==> src/rtl/controle_soma_fp.sv <==
// controle_soma_fp: multi-cycle sequencer for half-precision (1/5/10) add/subtract.
// Stages COMPARA -> ALINHA -> SOMA -> NORMALIZA run over a shared 12-bit mantissa
// register (bit11 carry, bit10 hidden, [9:0] fraction). Denormals flush to zero,
// exponent 31 is infinity, shifted-out bits are truncated.
// Optional feature: define FP_FLAGS_EN to add the flag_overflow / flag_zero outputs.
module controle_soma_fp #(
    parameter int unsigned MAX_DESLOC = 11
) (
    input  logic        clock,
    input  logic        reset,
    input  logic        inicio,
    input  logic [15:0] operando_A,
    input  logic [15:0] operando_B,
    input  logic        operacao,
    output logic        ocupado,
    output logic        pronto,
    output logic [15:0] resultado
`ifdef FP_FLAGS_EN
    ,
    output logic        flag_overflow,
    output logic        flag_zero
`endif
);

    typedef enum logic [2:0] {
        StIdle,
        StCompara,
        StAlinha,
        StSoma,
        StNormaliza,
        StFim
    } estado_e;

    estado_e     estado_q;
    logic        ocupado_q;
    logic        pronto_q;
    logic [15:0] resultado_q;

    // Latched operands; b_q already carries the effective sign (sB ^ operacao).
    logic [15:0] a_q;
    logic [15:0] b_q;

    // Datapath: X is the larger magnitude, mant_x_q doubles as the sum/normalize register.
    logic        sinal_q;
    logic        subtrai_q;
    logic [4:0]  exp_q;
    logic [4:0]  desloc_q;
    logic [11:0] mant_x_q;
    logic [11:0] mant_y_q;

    logic [4:0]  exp_a;
    logic [4:0]  exp_b;
    logic        a_maior;
    logic [4:0]  desloc_d;

    // Result request: raised in the cycle whose edge moves the FSM into FIM.
    logic        fim_req;
    logic [15:0] fim_res;
    logic        fim_ovf;

    assign exp_a    = a_q[14:10];
    assign exp_b    = b_q[14:10];
    assign a_maior  = (a_q[14:0] >= b_q[14:0]);
    assign desloc_d = a_maior ? (exp_a - exp_b) : (exp_b - exp_a);

    // Decide whether this cycle terminates the operation and with which result.
    always_comb begin
        fim_req = 1'b0;
        fim_res = 16'h0000;
        fim_ovf = 1'b0;
        case (estado_q)
            StCompara: begin
                if (exp_a == 5'h1F) begin
                    fim_req = 1'b1;
                    fim_res = {a_q[15], 5'h1F, 10'h000};
                end else if (exp_b == 5'h1F) begin
                    fim_req = 1'b1;
                    fim_res = {b_q[15], 5'h1F, 10'h000};
                end else if (exp_a == 5'h00) begin
                    fim_req = 1'b1;
                    fim_res = (exp_b == 5'h00) ? 16'h0000 : b_q;
                end else if (exp_b == 5'h00) begin
                    fim_req = 1'b1;
                    fim_res = a_q;
                end
            end
            StNormaliza: begin
                if (mant_x_q == 12'h000) begin
                    fim_req = 1'b1;
                end else if (exp_q == 5'h1F) begin
                    // Reached only through a carry shift in a previous cycle.
                    fim_req = 1'b1;
                    fim_res = {sinal_q, 5'h1F, 10'h000};
                    fim_ovf = 1'b1;
                end else if (mant_x_q[11]) begin
                    fim_req = 1'b0;
                end else if (!mant_x_q[10] && (exp_q > 5'd1)) begin
                    fim_req = 1'b0;
                end else if (!mant_x_q[10]) begin
                    // Would underflow below the smallest normal exponent.
                    fim_req = 1'b1;
                end else begin
                    fim_req = 1'b1;
                    fim_res = {sinal_q, exp_q, mant_x_q[9:0]};
                end
            end
            default: ;
        endcase
    end

    // Main sequencer: state, datapath registers and registered handshake outputs.
    always_ff @(posedge clock) begin
        if (reset) begin
            estado_q    <= StIdle;
            ocupado_q   <= 1'b0;
            pronto_q    <= 1'b0;
            resultado_q <= 16'h0000;
            a_q         <= 16'h0000;
            b_q         <= 16'h0000;
            sinal_q     <= 1'b0;
            subtrai_q   <= 1'b0;
            exp_q       <= 5'd0;
            desloc_q    <= 5'd0;
            mant_x_q    <= 12'h000;
            mant_y_q    <= 12'h000;
        end else begin
            pronto_q <= 1'b0;
            case (estado_q)
                StIdle: begin
                    if (inicio) begin
                        a_q       <= operando_A;
                        b_q       <= {operando_B[15] ^ operacao, operando_B[14:0]};
                        ocupado_q <= 1'b1;
                        estado_q  <= StCompara;
                    end
                end
                StCompara: begin
                    if (fim_req) begin
                        resultado_q <= fim_res;
                        pronto_q    <= 1'b1;
                        estado_q    <= StFim;
                    end else begin
                        if (a_maior) begin
                            mant_x_q <= {2'b01, a_q[9:0]};
                            mant_y_q <= {2'b01, b_q[9:0]};
                            exp_q    <= exp_a;
                            sinal_q  <= a_q[15];
                        end else begin
                            mant_x_q <= {2'b01, b_q[9:0]};
                            mant_y_q <= {2'b01, a_q[9:0]};
                            exp_q    <= exp_b;
                            sinal_q  <= b_q[15];
                        end
                        subtrai_q <= a_q[15] ^ b_q[15];
                        desloc_q  <= desloc_d;
                        estado_q  <= (desloc_d == 5'd0) ? StSoma : StAlinha;
                    end
                end
                StAlinha: begin
                    if ({27'd0, desloc_q} > MAX_DESLOC) begin
                        // Every bit would be shifted out anyway: flush in one cycle.
                        mant_y_q <= 12'h000;
                        desloc_q <= 5'd0;
                        estado_q <= StSoma;
                    end else begin
                        mant_y_q <= mant_y_q >> 1;
                        desloc_q <= desloc_q - 5'd1;
                        if (desloc_q == 5'd1) begin
                            estado_q <= StSoma;
                        end
                    end
                end
                StSoma: begin
                    // The swap guarantees mant_x_q >= mant_y_q, so no borrow out.
                    mant_x_q <= subtrai_q ? (mant_x_q - mant_y_q) : (mant_x_q + mant_y_q);
                    estado_q <= StNormaliza;
                end
                StNormaliza: begin
                    if (fim_req) begin
                        resultado_q <= fim_res;
                        pronto_q    <= 1'b1;
                        estado_q    <= StFim;
                    end else if (mant_x_q[11]) begin
                        mant_x_q <= mant_x_q >> 1;
                        exp_q    <= exp_q + 5'd1;
                    end else begin
                        mant_x_q <= mant_x_q << 1;
                        exp_q    <= exp_q - 5'd1;
                    end
                end
                StFim: begin
                    ocupado_q <= 1'b0;
                    estado_q  <= StIdle;
                end
                default: begin
                    ocupado_q <= 1'b0;
                    estado_q  <= StIdle;
                end
            endcase
        end
    end

    assign ocupado   = ocupado_q;
    assign pronto    = pronto_q;
    assign resultado = resultado_q;

`ifdef FP_FLAGS_EN
    logic flag_overflow_q;
    logic flag_zero_q;

    // Status flags: cleared on accept, loaded on the same edge as resultado.
    always_ff @(posedge clock) begin
        if (reset) begin
            flag_overflow_q <= 1'b0;
            flag_zero_q     <= 1'b0;
        end else if ((estado_q == StIdle) && inicio) begin
            flag_overflow_q <= 1'b0;
            flag_zero_q     <= 1'b0;
        end else if (fim_req) begin
            flag_overflow_q <= fim_ovf;
            flag_zero_q     <= (fim_res[14:0] == 15'h0000);
        end
    end

    assign flag_overflow = flag_overflow_q;
    assign flag_zero     = flag_zero_q;
`endif

endmodule

==> config.mk <==
export PLATFORM = sky130hd
export DESIGN_NAME = controle_soma_fp
export DESIGN_NICKNAME = d
export VERILOG_FILES = /design/src/rtl/controle_soma_fp.sv
export SDC_FILE = /design/constraint.sdc
export NUM_CORES = 1
export LEC_CHECK = 0
export CAP_MARGIN = 25
export CORE_MARGIN = 5
export CORE_UTILIZATION = 35
export DETAILED_ROUTE_END_ITERATION = 12
export MAX_ROUTING_LAYER = met4
export PLACE_DENSITY_LB_ADDON = 0.15
export SYNTH_ARGS = -nofsm -noshare
export SYNTH_HDL_FRONTEND = slang
export SYNTH_SLANG_ARGS = --single-unit
export TNS_END_PERCENT = 20
==> constraint.sdc <==
create_clock -name clock -period 2.9 [get_ports clock]
set_input_delay 0.725 -clock clock [delete_from_list [all_inputs] [get_ports clock]]
set_output_delay 0.725 -clock clock [all_outputs]
set_load 0.01 [all_outputs]
======== After elaboration in Yosys (flattened, before gate mapping) ========
Cells that the tools add are included.
operators by class
  add/sub/neg operators ................... 7
  order comparisons ....................... 3
  equal/unequal tests ..................... 13
  mux-type cells .......................... 50
  bitwise gates (word level) .............. 5
  reduce and logical (&&, ||, !) cells .... 21
operators with widths
  cell                                              number
  2-to-1 mux 16 bit                                 11
  2-to-1 mux 12 bit                                 5
  case mux 12 bit (3 select lines)                  1
  2-to-1 mux 5 bit                                  7
  case mux 12 bit (2 select lines)                  1
  2-to-1 mux 10 bit                                 2
  case mux 5 bit (2 select lines)                   2
  == test 5 bit, second input constant              3
  greater-or-equal comparator 15 bit                1
  zero test 5 bit                                   3
  2-to-1 mux 3 bit                                  5
  case mux 3 bit (5 select lines)                   1
  adder 12 bit                                      1
  zero test 12 bit                                  1
  2-to-1 mux 1 bit                                  12
  subtractor 12 bit                                 1
  2-to-1 mux 11 bit                                 1
  AND reduction 2 bit                               5
  subtractor 5 x 1 -> 5 bit, second input constant  2
  subtractor 5 bit                                  2
  AND reduction 3 bit                               3
  inequality test 2 bit, second input constant      4
  == test 3 x 2 -> 1 bit, second input constant     2
  adder 5 x 1 -> 5 bit, second input constant       1
  16 further kinds                                  22
word-level totals
  flip-flop bits (word level) ............. 89
  input port bits ......................... 36
  output and inout port bits .............. 18
  logic and storage cells ................. 111

======== Longest topological paths before layout ========
Gate-level depths: netlist (run 1).
  depth in word-level cells ............... 9
  depth in mapped cells ................... 13
  mapped depth without buffers ............ 13

======== Worst setup path before layout (run 1) ========
OpenSTA, ideal clock, no wires.
  path type ............................... register to register
  start ................................... reg mant_y_q[2]
  end ..................................... reg mant_x_q[11]
  library setup time ...................... 140 ps
  arrival time ............................ 2536 ps
  data required time ...................... 2760 ps
  path slack .............................. 223 ps
  stages on the path, launching flop included .. 13
  path buffers ............................ 1
  period minus slack after synthesis ...... 2677 ps
  path through ............................ dfxtp_1 -> clkbuf_1 -> nor4_1 -> and2_1 -> a21oi_1 -> xnor2_1 -> ha_1 -> a2111oi_0 -> nand2_1 -> o21ai_0 -> o21ai_0 -> mux2i_1 -> o311ai_0
on the way
  cells in the longest elaborated chain, start to end .. 3
  elaborated cells between the ends (all ways) .. 4
  classes of those cells .................. add/sub: 2; mux: 2
ends and longest elaborated chain
  element                                            RTL line  source
  start, declared                                    49        logic [11:0] mant_y_q;
  start signal, assigned                             145       mant_y_q <= {2'b01, b_q[9:0]};
  start signal, assigned                             150       mant_y_q <= {2'b01, a_q[9:0]};
  start signal, assigned                             166       mant_y_q <= mant_y_q >> 1;
  adder 12 bit or subtractor 12 bit (tied branches)  175       mant_x_q <= subtrai_q ? (mant_x_q - mant_y_q) : (mant_x_q + mant_y_q);
  2-to-1 mux 12 bit *                                175
  case mux 12 bit (3 select lines) *                 128       case (estado_q)
  end signal, assigned                               175
  end signal, assigned                               184       mant_x_q <= mant_x_q >> 1;
  end signal, assigned                               187       mant_x_q <= mant_x_q << 1;
  end, declared                                      48        logic [11:0] mant_x_q;
Mark *: on every way between the ends. The rest lies on a longest branch, timed or not.
A chain may end at the register's enable or synchronous reset.

======== Final worst setup path (run 1) ========
  start ................................... reg mant_y_q[0]
  end ..................................... reg mant_x_q[8]
The elaborated chain is that of the path after synthesis.

==> results of run 1 <==
worst max path at each step:
stage                           start            to  slack (ns)  cells after the start
after floorplan           mant_y_q[2]  mant_x_q[11]        0.22                     12
after CTS                 mant_y_q[0]   mant_x_q[8]        0.03                     11
after global placement    mant_y_q[0]   mant_x_q[8]        0.10                     11
final                     mant_y_q[0]   mant_x_q[8]        0.17                     11
after global routing      mant_y_q[0]   mant_x_q[8]       0.007                     11
after detailed placement  mant_y_q[0]   mant_x_q[8]      -0.009                     11
flip-flops by register name, indices dropped and copies added (netlist names), 3 cells and up:
register / cells
b_q: 16
mant_y_q: 11
exp_q: 5
desloc_q: 5
resultado: 16
a_q: 16
mant_x_q: 12
estado_q: 3
power by group through the flow:
stage / Clock (uW) / Sequential (uW) / Combinational [uW]
final: 1380 / 2020 / 6100
after global routing: 1450 / 2080 / 6750
after CTS: 1410 / 2010 / 5940
after detailed placement: 0 / 2040 / 5890
after global placement: 0 / 2020 / 5760
after floorplan: 0 / 1930 / 4420
Yosys cell counts (10+ instances only):
cell type / number / area (um2)
dfxtp_1: 88 / 1760
inv_1: 37 / 139
clkbuf_1: 27 / 101
a311oi_2: 11 / 165
a211oi_1: 25 / 188
nor2_1: 86 / 323
nand2b_1: 10 / 62.6
nand2_1: 125 / 469
ha_1: 39 / 488
a22oi_1: 10 / 75.1
xnor2_1: 13 / 114
mux2_1: 15 / 169
o21ai_0: 27 / 135
a21oi_1: 70 / 350
nor3_1: 20 / 100
mux2i_1: 22 / 220
cells in the final DEF (no fill, tap or decap), types with 9 or more instances in the layout:
master | Yosys | final
nand2_1 | 125 | 125
dfxtp_1 | 88 | 88
nor2_1 | 86 | 86
a21oi_1 | 70 | 70
clkdlybuf4s50_1 | 0 | 52
ha_1 | 39 | 39
inv_1 | 37 | 37
buf_4 | 2 | 28
a211oi_1 | 25 | 25
o21ai_0 | 27 | 24
mux2i_1 | 22 | 22
nor3_1 | 20 | 20
mux2_1 | 15 | 15
xnor2_1 | 13 | 13
a311oi_2 | 11 | 11
nand2b_1 | 10 | 10
a22oi_1 | 10 | 10
and2_1 | 9 | 9
a311oi_1 | 9 | 9
clkbuf_16 | 0 | 9
metal layers:
layer | up-vias | share of wire, % | wire (um)
li1 | 2873 | - | -
met1 | 2761 | 51 | 9000
met2 | 155 | 43 | 7610
met3 | 23 | 4.6 | 811
met4 | 0 | 1.9 | 346
met5 | - | 0 | 0
final cells by class:
| cell class | count | area, um2 |
|---|---|---|
| fill | 1751 | 9860 |
| multi-input combinational | 613 | 4030 |
| sequential | 88 | 1760 |
| timing repair buffer | 82 | 766 |
| tap | 225 | 282 |
| clock buffer | 11 | 233 |
| inverter | 37 | 139 |
| clock inverter | 5 | 104 |
through the flow:
step,hold slack (ns),total power (uW),std cells
after global routing,0.462,10300,1061
after CTS,0.456,9360,1060
after global placement,0.439,7780,1044
final,0.455,9500,1061
after floorplan,0.468,6350,782
after detailed placement,0.447,7930,1044
kinds of logic (layout without fill, tap and decap cells):
| family | after synthesis | after routing | synth area share [%] |
|---|---|---|---|
| and+or+nand+nor | 300 | 300 | 22.1 |
| AOI/OAI and AO/OA | 207 | 207 | 23.9 |
| DFF | 88 | 88 | 28.9 |
| buffers and inverters | 81 | 135 | 5.66 |
| muxes | 43 | 43 | 7.48 |
| adders and majority gates | 42 | 42 | 8.98 |
| xor gates and xnor gates | 21 | 21 | 3.01 |
tightest hold or removal path, stage by stage (launching register included):
cell and delay [ns]:
dfxtp_1 0.31, nand2_1 0.05, a21oi_1 0.05
repair_timing:
item | 4_1_cts | 5_1_grt
setup endpoints to repair | 2 | 4
pin swaps | 0 | 2
resized for setup | 2 | 10
==> qor.csv, run 1 <==
metric;value;unit
Final Slew Violations;0;
Worst Path Buf+Inv;1;
Initial Util;35.5;%
CTS tree;built;
Min-Delay Path Class;reg -> reg;
I/O Buffers;53;
DP HPWL;13500;um
Sw Share;46.7;%
Mean Syn Cell Area;7.80;um2
Routed Antenna Nets;0;
# clock sinks;88;
Logic pwr share;64.3;%
Pleak;0.00272;uW
max_cap viols;0;
Min-Delay Endpoint;resultado[11];
met2 Use GR;26.3;%
vias in the first global route;5575;
sum of negative setup slack;0;ns
hold depth;2;
fin crit share;94.1;%
die span in x;142;um
clock slew at reported path FFs;0.07;ns
largest net degree at the start of global routing;58;
syn_nets;860;
TritonRoute pass-1 iters;5;
Worst-Skew Late Latency;0.36;ns
cells after synthesis;782;
#FFs+latches synth;88;
GR peak layer;met2;
Die Ht;142;um
Internal Power;5060;uW
highest clock rate;0.366;GHz
cts bufs inserted;9;
Core Area;17200;um2
# diodes;0;
Arr. time, crit path;2.99;ns
synth warn;0;
CTS Hold Bufs;0;
skew final;0.00628;ns
clock share of power;14.5;%
first-pass GRT wire length;28800;um
# setup viols final;0;
Fin. Hold Viols;0;
antenna violations before repair;0;
GRT Total Usage;18.3;%
asr flop ratio synth;0;%
Wirelength per Cell;16.7;um
via count;5812;
Max rail drop VDD;0.000573;V
Congestion Overflow GR;0;
DRC viols;0;
Nets;909;
htree depth;3;
CP startpoint kind;register;
Cell Area, Synth;6100;um2
initial DRC count;372;
unrepaired setup endpoints after global routing;false;
Final Cell Area;7310;um2
critical path peak fanout;4;
post-DR vias/cell;5.48;
total wire length;17800;um
Root Buffer;clkbuf_16;
setup ws final;0.171;ns
Die ar.;20200;um2
Slew @ Worst Pin;0.695;ns
routing usage on met3;2.12;%
Slowest cell on crit path;fa_2;
sequential area share after synthesis;28.9;%
Synth cell types;68;
capturing point of the worst reg2reg path;mant_x_q[8];
Cell Chain, Critical Path;inv_1 > ha_1 > mux2_2 > fa_2 > nor2b_2 > o21ai_1 > a21boi_2 > o21a_1 > o41ai_2 > or3_1 > a311oi_1;
family with the most delay on the worst path;compound AO/OA/AOI/OAI gates;
io pins;54;
Post-CTS Setup Inserts;0;
PwrDens;1300;nW/um2
grt met1 use;26.2;%
hold path start;resultado[11];
EDFF count, synth;0;
slew margin rel.;53.1;%
Seq pwr share;21.2;%
Synth-to-Final Area Change;19.8;%
top_reg_cell synth;dfxtp_1;
CP max stage delay;0.38;ns
GP Congestion;0.919;
Max Root-Sink Buffers;2;
R2R Setup Slk;0.17;ns
layout cells sized above 1;9.81;%
std cell rows;48;
reg-to-reg startpoint;mant_y_q[0];
final core utilization;42.6;%
worst slack, placed;-0.00924;ns
R2R cell count;11;
status;finished, final reports clean;
min Tclk post-route;2.73;ns
Cell Area, Placed;6930;um2
Sw Pwr;4430;uW
crit end category;register;
Req. time, crit path;3.16;ns
Crit Path Class;reg -> reg;
(Power assumes the default switching activity.)
==> run 2, diff against run 1 <==
--- a/config.mk
+++ b/config.mk
@@ -8,6 +8,7 @@
 export CAP_MARGIN = 25
 export CORE_MARGIN = 5
 export CORE_UTILIZATION = 35
+export CTS_BUF_LIST = sky130_fd_sc_hd__clkbuf_4 sky130_fd_sc_hd__clkbuf_8
 export DETAILED_ROUTE_END_ITERATION = 12
 export MAX_ROUTING_LAYER = met4
 export PLACE_DENSITY_LB_ADDON = 0.15
==> constraint.sdc (replaced) <==
create_clock -name clock -period 3.4 [get_ports clock]
set_input_delay 0.85 -clock clock [delete_from_list [all_inputs] [get_ports clock]]
set_output_delay 0.85 -clock clock [all_outputs]
set_load 0.01 [all_outputs]
==> qor.csv, run 2 (synthesis gave the netlist of run 1 again) <==
metric;value;unit;change
status;finished, final reports clean;;unchanged
DRC viols;0;;unchanged
CTS Hold Bufs;0;;unchanged
CP most frequent cell;o21ai_0;;
family with the most delay on the worst path;compound AO/OA/AOI/OAI gates;;unchanged
Slowest cell on crit path;a2111oi_0;;was fa_2
CP startpoint kind;register;;unchanged
Worst-Skew Late Latency;0.37;ns;was 0.36 ns
htree depth;3;;unchanged
Max rail drop VDD;0.000371;V;was 0.000573 V
clock slew at reported path FFs;0.09;ns;was 0.07 ns
TritonRoute pass-1 iters;5;;unchanged
CTS tree;built;;unchanged
DP HPWL;13100;um;was 13500 um
io pins;54;;unchanged
CP max stage delay;0.40;ns;was 0.38 ns
total power;7430;uW;was 9500 uW
via count;5678;;was 5812
antenna violations before repair;0;;unchanged
min Tclk post-route;3.05;ns;was 2.73 ns
Max Root-Sink Buffers;2;;unchanged
highest clock rate;0.328;GHz;was 0.366 GHz
Root Buffer;clkbuf_8;;was clkbuf_16
sum of negative setup slack;0;ns;unchanged
Post-CTS Setup Inserts;0;;unchanged
R2R Setup Slk;0.35;ns;was 0.17 ns
# setup viols final;0;;unchanged
Final Slew Violations;0;;unchanged
vias in the first global route;5423;;was 5575
Slew @ Worst Pin;0.776;ns;was 0.695 ns
Core Area;17200;um2;unchanged
I/O Buffers;53;;unchanged
max_cap viols;0;;unchanged
critical path peak fanout;7;;was 4
Wirelength per Cell;16.2;um;was 16.7 um
unrepaired setup endpoints after global routing;false;;unchanged
Fin. Hold Viols;0;;unchanged
Crit Path Class;reg -> reg;;unchanged
Arr. time, crit path;3.28;ns;was 2.99 ns
# diodes;0;;unchanged
# clock sinks;88;;unchanged
Routed Antenna Nets;0;;unchanged
commonest non-fill, non-tap cell in the layout;nand2_1;;unchanged
commonest non-fill, non-tap cells in the layout;nand2_1, dfxtp_1, nor2_1;;unchanged
Cell Chain, Critical Path;nor4_1 > and2_1 > a21oi_1 > xnor2_1 > ha_1 > a2111oi_0 > nand2_1 > o21ai_0 > o21ai_0 > mux2i_1 > o311ai_0;;was inv_1 > ha_1 > mux2_2 > fa_2 > nor2b_2 > o21ai_1 > a21boi_2 > o21a_1 > o41ai_2 > or3_1 > a311oi_1
post-DR vias/cell;5.43;;was 5.48
die span in x;142;um;unchanged
GRT Total Usage;17.8;%;was 18.3%
slew margin rel.;48.1;%;was 53.1%
Congestion Overflow GR;0;;unchanged
std cell rows;48;;unchanged
first-pass GRT wire length;28400;um;was 28800 um
Nets;895;;was 909
Die ar.;20200;um2;unchanged
cts bufs inserted;9;;unchanged
Min-Delay Path Class;reg -> reg;;unchanged
total wire length;16900;um;was 17800 um
initial DRC count;451;;was 372
layout cells sized above 1;7.55;%;was 9.81%
Pleak;0.00258;uW;was 0.00272 uW
Post-CTS Resized;0;;was 2
GP Congestion;0.964;;was 0.919
largest net degree at the start of global routing;48;;was 58
PwrDens;1050;nW/um2;was 1300 nW/um2
skew final;0.00633;ns;was 0.00628 ns
Req. time, crit path;3.63;ns;was 3.16 ns
Synth-to-Final Area Change;15.5;%;was 19.8%
Worst Path Buf+Inv;0;;was 1
Initial Util;35.5;%;unchanged
crit end category;register;;unchanged
Die Ht;142;um;unchanged
fin crit share;89.8;%;was 94.1%
==> run 2: final cells by class <==
| type | count | area (um2) |
|---|---|---|
| timing repair buffer | 68 | 648 |
| clock buffer | 12 | 159 |
| sequential | 88 | 1760 |
| tap | 225 | 282 |
| clock inverter | 3 | 65.1 |
| multi-input combinational | 613 | 4000 |
| inverter | 37 | 139 |
| fill | 1785 | 10100 |
==> run 2: worst paths after layout <==
| kind | start | cells after the start | to |
|---|---|---|---|
| hold reg to reg | resultado[10] | 2 | resultado[10] |
| hold / removal | resultado[10] | 2 | resultado[10] |
| setup / recovery | mant_y_q[2] | 11 | mant_x_q[11] |
| setup reg to reg | mant_y_q[2] | 11 | mant_x_q[11] |
==> run 2: metrics by stage <==
step	hold slack [ns]	std cells	cell area (um2)	util [%]	setup slack (ns)
6_report	0.456	1046	7050	41.0	0.347
2_1_floorplan	0.468	782	6100	-	0.723
3_5_place_dp	0.447	1030	6810	39.7	0.408
3_3_place_gp	0.440	1030	6810	39.7	0.518
4_1_cts	0.459	1045	7040	41.0	0.386
5_1_grt	0.476	1046	7050	41.0	0.0841
==> run 2: report_power, final <==
group | total, uW | leakage, uW | switching, uW | internal, uW
combinational | 4830 | 0.00175 | 2780 | 2050
clock | 847 | 0.000116 | 389 | 458
sequential | 1750 | 0.000721 | 407 | 1340
total | 7430 | 0.00258 | 3580 | 3850
==> run 2: layer usage <==
layer	share of wire (%)	GRT usage, %
met1	51	26.6
met2	41	24.9
met3	5.1	1.68
met4	2.2	6.16
met5	0	-
==> run 2: worst min-delay path: stages (launching register included) <==
cell	delay [ns]
dfxtp_1	0.32
nand2_1	0.05
a21oi_1	0.05
==> run 3, diff against run 2 <==
--- a/config.mk
+++ b/config.mk
@@ -12,6 +12,7 @@
 export DETAILED_ROUTE_END_ITERATION = 12
 export MAX_ROUTING_LAYER = met4
 export PLACE_DENSITY_LB_ADDON = 0.15
+export SKIP_LAST_GASP = 1
 export SYNTH_ARGS = -nofsm -noshare
 export SYNTH_HDL_FRONTEND = slang
 export SYNTH_SLANG_ARGS = --single-unit
==> results of run 3 <==
The final DEF is identical to that of run 2; final timing and power are the same.
